`src/rtl/cgra_isa_pkg.sv`:
```
// Opcode and error-code definitions shared by the decode/dispatch slice.
package cgra_isa_pkg;

   localparam logic [2:0] OP_D0   = 3'b000;
   localparam logic [2:0] OP_D1   = 3'b001;
   localparam logic [2:0] OP_W    = 3'b010;
   localparam logic [2:0] OP_TPFX = 3'b011;
   localparam logic [2:0] OP_IPFX = 3'b100;
   localparam logic [2:0] OP_FRAG = 3'b101;

   typedef enum logic [2:0] {
      ERR_NONE       = 3'd0,
      ERR_DUP_PREFIX = 3'd1,
      ERR_OVERFLOW   = 3'd2,
      ERR_NO_FRAG    = 3'd3,
      ERR_NESTED     = 3'd4,
      ERR_ORPHAN     = 3'd5,
      ERR_BAD_OP     = 3'd6
   } err_code_e;

   // Widen the 6-bit low immediate when no I-prefix supplies the upper bits.
   function automatic logic [31:0] ext_immlo(input logic [5:0] lo, input logic sext);
      return sext ? {{26{lo[5]}}, lo} : {26'd0, lo};
   endfunction

endpackage

```
`src/rtl/prefix_merger_pipe_reg.sv`:
```
// Single output register with valid/ready hold; reloads over a same-cycle pop.
module pipe_reg #(
   parameter int W = 8
) (
   input  logic         clk,
   input  logic         rst,
   input  logic         i_load,
   input  logic         i_ready,
   input  logic [W-1:0] i_data,
   output logic         o_valid,
   output logic [W-1:0] o_data
);

   logic         r_valid;
   logic [W-1:0] r_data;

   // Load wins over pop so back-to-back traffic keeps valid high.
   always_ff @(posedge clk) begin
      if (rst) begin
         r_valid <= 1'b0;
         r_data  <= '0;
      end else if (i_load) begin
         r_valid <= 1'b1;
         r_data  <= i_data;
      end else if (i_ready) begin
         r_valid <= 1'b0;
      end
   end

   assign o_valid = r_valid;
   assign o_data  = r_data;

endmodule

```
`src/rtl/prefix_merger.sv`:
```
// Folds T/I prefix words into the following D/W word, tracks fragment
// boundaries and emits one registered merged instruction per D/W word.
module prefix_merger
   import cgra_isa_pkg::*;
#(
   parameter int NALLOC_W   = 6,
   parameter int TA_W       = 6,
   parameter bit SEXT_IMMLO = 1'b1
) (
   input  logic                  clk,
   input  logic                  rst,
   input  logic                  in_valid,
   output logic                  in_ready,
   input  logic [2:0]            in_op,
   input  logic [3:0]            in_funct,
   input  logic                  in_immab,
   input  logic [5:0]            in_immlo,
   input  logic [25:0]           in_immhi,
   input  logic [4*TA_W-1:0]     in_ta,
   input  logic [7:0]            in_tt,
   input  logic [9:0]            in_offset,
   input  logic [NALLOC_W-1:0]   in_nalloc,
   input  logic                  in_endF,
   output logic                  out_valid,
   input  logic                  out_ready,
   output logic [2:0]            out_op,
   output logic [3:0]            out_funct,
   output logic                  out_immab,
   output logic [9:0]            out_offset,
   output logic [31:0]           out_imm,
   output logic [4*TA_W-1:0]     out_ta,
   output logic [7:0]            out_tt,
   output logic                  out_has_t,
   output logic [NALLOC_W-1:0]   out_seq,
   output logic                  frag_active,
   output logic                  frag_done,
   output logic [NALLOC_W-1:0]   frag_count,
   output logic                  err,
   output logic [2:0]            err_code
);

   localparam int OW = 3 + 4 + 1 + 10 + 32 + 4*TA_W + 8 + 1 + NALLOC_W;

   logic                r_t_pend, r_i_pend;
   logic [2*TA_W-1:0]   r_t_ta;
   logic [3:0]          r_t_tt;
   logic [25:0]         r_immhi;
   logic                r_frag_active, r_frag_done, r_err;
   logic [NALLOC_W-1:0] r_nalloc, r_cnt, r_frag_count;
   err_code_e           r_err_code;

   logic                w_out_valid, w_acc, w_is_dw, w_emit;
   logic [31:0]         w_imm;
   logic [2*TA_W-1:0]   w_ta_hi;
   logic [3:0]          w_tt_hi;
   logic [OW-1:0]       w_d, w_q;
   err_code_e           w_err;

   assign in_ready = !w_out_valid || out_ready;
   assign w_acc    = in_valid && in_ready;
   assign w_is_dw  = (in_op == OP_D0) || (in_op == OP_D1) || (in_op == OP_W);
   assign w_emit   = w_acc && w_is_dw && r_frag_active && (r_cnt != r_nalloc);

   assign w_imm   = r_i_pend ? {r_immhi, in_immlo} : ext_immlo(in_immlo, SEXT_IMMLO);
   assign w_ta_hi = r_t_pend ? r_t_ta : '0;
   assign w_tt_hi = r_t_pend ? r_t_tt : 4'd0;
   assign w_d     = {in_op, in_funct, in_immab, in_offset, w_imm,
                     w_ta_hi, in_ta[2*TA_W-1:0], w_tt_hi, in_tt[3:0], r_t_pend, r_cnt};

   // Classify the accepted word; a marker's own fault outranks ORPHAN.
   always_comb begin
      w_err = ERR_NONE;
      if (w_acc) begin
         case (in_op)
            OP_TPFX: if (r_t_pend) w_err = ERR_DUP_PREFIX;
            OP_IPFX: if (r_i_pend) w_err = ERR_DUP_PREFIX;
            OP_D0, OP_D1, OP_W: begin
               if (!r_frag_active)         w_err = ERR_NO_FRAG;
               else if (r_cnt == r_nalloc) w_err = ERR_OVERFLOW;
            end
            OP_FRAG: begin
               if (!in_endF && r_frag_active)       w_err = ERR_NESTED;
               else if (in_endF && !r_frag_active)  w_err = ERR_NO_FRAG;
               else if (r_t_pend || r_i_pend)       w_err = ERR_ORPHAN;
            end
            default: w_err = ERR_BAD_OP;
         endcase
      end
   end

   // Prefix, fragment and sticky-error state.
   always_ff @(posedge clk) begin
      if (rst) begin
         r_t_pend      <= 1'b0;
         r_i_pend      <= 1'b0;
         r_t_ta        <= '0;
         r_t_tt        <= 4'd0;
         r_immhi       <= 26'd0;
         r_frag_active <= 1'b0;
         r_frag_done   <= 1'b0;
         r_frag_count  <= '0;
         r_nalloc      <= '0;
         r_cnt         <= '0;
         r_err         <= 1'b0;
         r_err_code    <= ERR_NONE;
      end else begin
         r_frag_done <= 1'b0;
         if ((w_err != ERR_NONE) && !r_err) begin
            r_err      <= 1'b1;
            r_err_code <= w_err;
         end
         if (w_acc) begin
            case (in_op)
               OP_TPFX: begin
                  r_t_pend <= 1'b1;
                  r_t_ta   <= in_ta[4*TA_W-1:2*TA_W];
                  r_t_tt   <= in_tt[7:4];
               end
               OP_IPFX: begin
                  r_i_pend <= 1'b1;
                  r_immhi  <= in_immhi;
               end
               OP_D0, OP_D1, OP_W: begin
                  r_t_pend <= 1'b0;
                  r_i_pend <= 1'b0;
                  if (w_emit) r_cnt <= r_cnt + 1'b1;
               end
               OP_FRAG: begin
                  r_t_pend <= 1'b0;
                  r_i_pend <= 1'b0;
                  if (!in_endF) begin
                     r_frag_active <= 1'b1;
                     r_nalloc      <= in_nalloc;
                     r_cnt         <= '0;
                  end else if (r_frag_active) begin
                     r_frag_active <= 1'b0;
                     r_frag_done   <= 1'b1;
                     r_frag_count  <= r_cnt;
                  end
               end
               default: ;
            endcase
         end
      end
   end

   pipe_reg #(.W(OW)) u_out (
      .clk     (clk),
      .rst     (rst),
      .i_load  (w_emit),
      .i_ready (out_ready),
      .i_data  (w_d),
      .o_valid (w_out_valid),
      .o_data  (w_q)
   );

   assign out_valid = w_out_valid;
   assign {out_op, out_funct, out_immab, out_offset, out_imm, out_ta, out_tt,
           out_has_t, out_seq} = w_q;

   assign frag_active = r_frag_active;
   assign frag_done   = r_frag_done;
   assign frag_count  = r_frag_count;
   assign err         = r_err;
   assign err_code    = r_err_code;

endmodule

```
`config.mk`:
```
export PLATFORM = sky130hd
export DESIGN_NAME = prefix_merger
export DESIGN_NICKNAME = d
export VERILOG_FILES = /design/src/rtl/cgra_isa_pkg.sv /design/src/rtl/prefix_merger_pipe_reg.sv /design/src/rtl/prefix_merger.sv
export SDC_FILE = /design/constraint.sdc
export NUM_CORES = 1
export LEC_CHECK = 0
export CELL_PAD_IN_SITES_DETAIL_PLACEMENT = 0
export CELL_PAD_IN_SITES_GLOBAL_PLACEMENT = 1
export CORE_AREA = 2 2 139 141
export DETAILED_ROUTE_END_ITERATION = 7
export DIE_AREA = 0 0 141 143
export PLACE_DENSITY_LB_ADDON = 0.2
export RECOVER_POWER = 50
export SETUP_SLACK_MARGIN = 0.05
export SLEW_MARGIN = 10
export SYNTH_ARGS = -nofsm -noshare
export SYNTH_HDL_FRONTEND = slang
export SYNTH_HIERARCHICAL = 1
export SYNTH_SLANG_ARGS = --single-unit
```
`constraint.sdc`:
```
create_clock -name clk -period 1.8 [get_ports clk]
set_input_delay 0.36 -clock clk [delete_from_list [all_inputs] [get_ports clk]]
set_output_delay 0.36 -clock clk [all_outputs]
set_load 0.01 [all_outputs]
```
==> Yosys cells after proc, flatten, opt, wreduce, memory -nomap -nowiden <==
Cells that the tools add are included.
Widths: inputs -> output; s select.
{ "totals": {"word_cells": 80, "ff_bits": 158, "output_inout_bits": 103, "input_bits": 93} }
{ "op_classes": {"mux": 21, "n_bitwise": 3, "addsub": 1, "n_reduce_logical": 32, "eq_ne": 9} }
{ "op_table": {"columns": ["cell", "count"], "rows": [
  ["$mux 32", 1],
  ["$mux 12", 1],
  ["$mux 3", 4],
  ["$mux 6", 2],
  ["$pmux 3 s4", 1],
  ["$pmux 6 s2", 1],
  ["$reduce_and 2->1", 5],
  ["$reduce_and 4->1", 2],
  ["$reduce_bool 2->1", 4],
  ["$reduce_or 4->1", 2],
  ["$logic_and 1x1->1", 7],
  ["$add 6x1->6 const B", 1],
  ["$eq 3x2->1 const B", 2],
  ["$eq 3x3->1 const B", 2],
  ["$eq 6x6->1", 1],
  ["$mux 1", 6],
  ["$ne 6x6->1", 1],
  ["$logic_not 1->1", 4],
  ["$logic_or 1x1->1", 4],
  ["$mux 2", 2],
  ["$mux 4", 1],
  ["$pmux 1 s2", 2],
  ["$eq 3x1->1 const B", 1],
  ["$logic_not 3->1", 1],
  ["6 further kinds", 8]
]} }

==> Longest topological paths before layout <==
{ "depth": {"ltp_word": 8, "mapped_depth": 8, "mapped_depth_nobuf": 6} }

==> By module <==
Netlist, hierarchy kept.
{ "modules_own_cells": {"columns": ["module", "area_each_um2", "seq_area_each_um2", "n_inst", "cells_per_inst"], "rows": [
  ["pipe_reg", 3228.1, 1801.7, 1, 291],
  ["prefix_merger", 3199.3, 1361.3, 1, 393]
]} }

==> Worst setup path before layout <==
OpenSTA, ideal clock, no wires.
{ "synth_timing": {"path_type": "register to register", "startpoint": "register r_frag_active, in the netlist frag_active", "endpoint": "register u_out.r_data[16], in the netlist u_out/o_data[16]", "t_arrival_ns": 1.552, "path_slack_ns": 0.120, "required_ns": 1.672, "path_buffers": 3, "path_stages_with_launch": 9, "synth_period_minus_slack_ns": 1.680, "setup_time_ns": 0.128, "cell_sequence": "dfxtp_1 > buf_2 > nand4_1 > a31o_1 > inv_2 > buf_6 > buf_8 > mux2i_1 > nor2_1"} }
{ "synth_via": {"elab_chain_len": 2} }
{ "synth_lines": {"columns": ["element", "line", "text"], "rows": [
  ["start, declared", "prefix_merger.sv:48", "logic r_frag_active, r_frag_done, r_err;"],
  ["start signal, assigned", "prefix_merger.sv:99", "r_frag_active <= 1'b0;"],
  ["start signal, assigned", "prefix_merger.sv:132", "r_frag_active <= 1'b1;"],
  ["start signal, assigned", "prefix_merger.sv:136", "r_frag_active <= 1'b0;"],
  ["$logic_and 1x1->1 (2 in a row)", "prefix_merger.sv:62", "assign w_emit = w_acc && w_is_dw && r_frag_active && (r_cnt != r_nalloc);"],
  ["named net w_emit", "prefix_merger.sv:52", "logic w_out_valid, w_acc, w_is_dw, w_emit;"],
  ["end signal, assigned", "prefix_merger_pipe_reg.sv:24", "r_data <= i_data;"],
  ["end, declared", "prefix_merger_pipe_reg.sv:15", "logic [W-1:0] r_data;"]
]} }
The timed path passes the listed nets, and every way through them passes these cells.
A chain may end at the register's enable or synchronous reset.

==> Final worst setup path <==
{ "layout_timing": {"startpoint": "register u_out.r_data[78], in the netlist u_out/o_data[78]", "endpoint": "output port out_offset[7]"} }
{ "layout_lines": {"columns": ["element", "line", "text"], "rows": [
  ["end, declared", "prefix_merger.sv:29", "output logic [9:0] out_offset,"]
]} }
No word-level cell between the ends.

==> impl_metrics.csv <==
group,metric,value,unit
run_status,status,"complete, no violations",
critical_path,regToRegSetupSlack,0.07,ns
grt,antenna_found_initial,0,
critical_path,reg2reg_depth,8,
floorplanning,die_w,141,um
cts,clk_pin_slew,0.07,ns
cts,cts_sinks,158,
cts,clock_tree.buffer_depth,2,
critical_path,cpPeakStageDelay,0.62,ns
final_layout,drive_gt1_share,11.33,%
sta,slew_headroom,67.24,%
critical_path,cp-end-kind,"output port",
synthesis,netlist-cell-type-count,49,
synthesis,syn_avg_cell_area,9.397,um^2
critical_path,r2r-start,"r_cnt[2]$_SDFFE_PP0P_",
final_layout,num_antenna_cells,0,
floorplanning,fp.dieH,143,um
sta,tightestPinTransition,0.4915,ns
sta,fin_crit,1.729,ns
critical_path,r2r_end,"u_out/o_data[22]$_SDFFE_PP0P_",
routing,ant_nets,0,
grt,grt_pass1_wl,26950,um
synthesis,synth_edf_count,0,
synthesis,ys_seq_area_share,49.21,%
critical_path,crit_family,"buffers and inverters",
grt,grt-ovfl-total,0,
sta,setup_slack,0.07058,ns
routing,vias,5371,
sta,finalSetupTns,0,ns
synthesis,synthCells,684,
power,peakVddDrop,634.3,uV
sta,setup_viol,0,
final_layout,final_cell_mix,"159 x clkdlybuf4s50_1, 156 x dfxtp_1, 133 x nor2_1",
floorplanning,core-area,18580,um^2
routing,drc_errors,0,
routing,routed_wirelength,17360,um
cts,clk_latency,0.42,ns
sta,period_share,96.08,%
sta,fmax,578.2,MHz
floorplanning,initial_utilization,34.59,%
sta,finClkSkew,0.008917,ns
final_layout,fin_nets,999,
cts,ctsRootBufferMaster,"clkbuf_16",
synthesis,synth_fp_nets,778,
floorplanning,io_pins,196,
cts,numCtsBuffers,17,
synthesis,synth_area,6427,um^2
grt,grt_pass1_vias,5139,
power,power_per_cell_area,801.6,nW/um^2
critical_path,cp_cell_sequence,"dlygate4sd3_1",
placement,place_area,8796,um^2
critical_path,slowest_stage,"dlygate4sd3_1",
final_layout,fin_area,9518,um^2
final_layout,layout_commonest_cell,"clkdlybuf4s50_1",
critical_path,path_depth,1,
power,cellLeakagePower,3.660,nW
critical_path,cp.required,1.44,ns
critical_path,cp-start-kind,"flip-flop",
routing,wl_per_cell,15.07,um
critical_path,crit_path_start,"u_out/o_data[78]$_SDFFE_PP0P_",
synthesis,ys_ff_latch,158,
sta,report.final.slew_viol_count,0,
synthesis,ys_async_sr_fraction,0,%
routing,firstDrtPassIters,4,
sta,hold_viol_final,0,
min_path,hold_path.class,"in -> reg",
critical_path,critical_path_buf_inv_count,1,
placement,place_ws,-0.4470,ns
sta,rsz0062_at_grt,"true",
critical_path,critPathKind,"reg -> out",
routing,viasPerCell,4.662,
cts,cts_tree,"done",
placement,hpwl,11770,um
floorplanning,rows,50,
synthesis,ys.flop_type,"dfxtp_1",
critical_path,cp_max_fo,2,
critical_path,setup.worst_path.end,"out_offset[7]",
routing,drt_iter0_drc,236,
grt,grt_max_degree,71,
cts,htreeDepth,4,
placement,portBuffers,195,
final_layout,area_growth,48.08,%
final_layout,utilization,51.23,%
floorplanning,die-area,20160,um^2
critical_path,cp.arrival,1.37,ns
flow_run,drv_cap,0,
placement,gp_congestion,0.7880,
grt,groute.usage.overall,16.84,%
synthesis,yosys_warnings,6,
-- how the worst min path moves through the flow --
stage,startpoint,to,depth (start not counted)
after floorplan,r_immhi[10]$_SDFFE_PP0P_,r_immhi[10]$_SDFFE_PP0P_,2
after global placement,r_immhi[2]$_SDFFE_PP0P_,r_immhi[2]$_SDFFE_PP0P_,2
after detailed placement,r_immhi[6]$_SDFFE_PP0P_,r_immhi[6]$_SDFFE_PP0P_,2
after CTS,rst,u_out/o_data[55]$_SDFFE_PP0P_,2
after global routing,out_ready,u_out/o_valid$_SDFFE_PP0P_,3
final,out_ready,u_out/o_valid$_SDFFE_PP0P_,3
-- power by group --
group | internal [mW] | switching (mW)
Clock | 1.96 | 1.58
Combinational | 0.302 | 0.245
Sequential | 3.53 | 0.0213
Total | 5.79 | 1.84
-- routing by layer --
layer	track usage (%)	share of wire (%)	vias to the layer above
met3	4.058	5.5	21
met1	21.35	46	2495
li1	-	-	2702
met4	5.737	1.4	0
met2	28.22	47	153
met5	0	0	-
-- synth_stat cells, types with 2 or more instances --
cell      instances  share of area, %
nand2b_1          7              0.68
o21a_1            3              0.35
nand2_1         112               6.5
buf_6             3              0.53
buf_1             2              0.12
nand3_1           4              0.31
nand3b_1          2              0.23
nor3_4            2              0.51
buf_2             9              0.70
a21oi_1          35               2.7
inv_2             2              0.12
clkbuf_1         18               1.1
o22ai_1           2              0.19
buf_4             3              0.35
nand3_2           2              0.31
xor2_1            7              0.95
and2_1           17               1.7
dfxtp_1         158                49
mux2i_1         122                19
a31o_1            2              0.27
nand4_1           2              0.19
buf_8            10               2.3
nor2_1          133               7.8
inv_1             2              0.12
-- through the flow --
stage	hold WS, ns	instances	power [mW]
after global routing	0.2680	1152	7.930
after CTS	0.3475	1146	7.737
after detailed placement	0.4467	1111	4.190
after global placement	0.4416	1111	4.184
after floorplan	0.4364	684	3.857
final	0.2375	1152	7.630
-- area by class of cell --
cell class                 count  area [um^2]
clock buffer                  17        425.4
clock inverter                15        153.9
fill                        1716         9062
inverter                       4        20.02
multi-input combinational    476         2913
sequential                   158         3166
tap                          234        292.8
timing repair buffer         248         2547
-- state kept, by name, summed over array words and instances, names as in the netlist --
signal,count
r_immhi,26
r_cnt,6
r_t_tt,4
r_t_pend,1
r_i_pend,1
u_out/o_data,89
frag_active,1
r_t_ta,12
frag_count,6
err,1
u_out/o_valid,1
err_code,3
r_nalloc,6
frag_done,1
-- kinds of logic (layout without fill, tap and decap cells) --
kind of cell	Yosys count	in the layout	synth area share (%)
AND/OR/NAND/NOR	290	290	19.54
flip-flops	158	158	49.21
multiplexers	122	122	19.00
AO/OA/AOI/OAI	53	53	5.237
buffers and inverters	50	284	5.392
XOR/XNOR	8	8	1.090
adder cells (fa/ha/maj)	3	3	0.5256
-- repair_timing --
item | CTS | global route
gates resized for setup | 6 | 17
pin swaps | 0 | 8
gates cloned | 1 | 3
buffers inserted | 2 | 3
setup endpoints to repair | 64 | 106
hold buffers | 0 | 0
(Power assumes the default switching activity.)
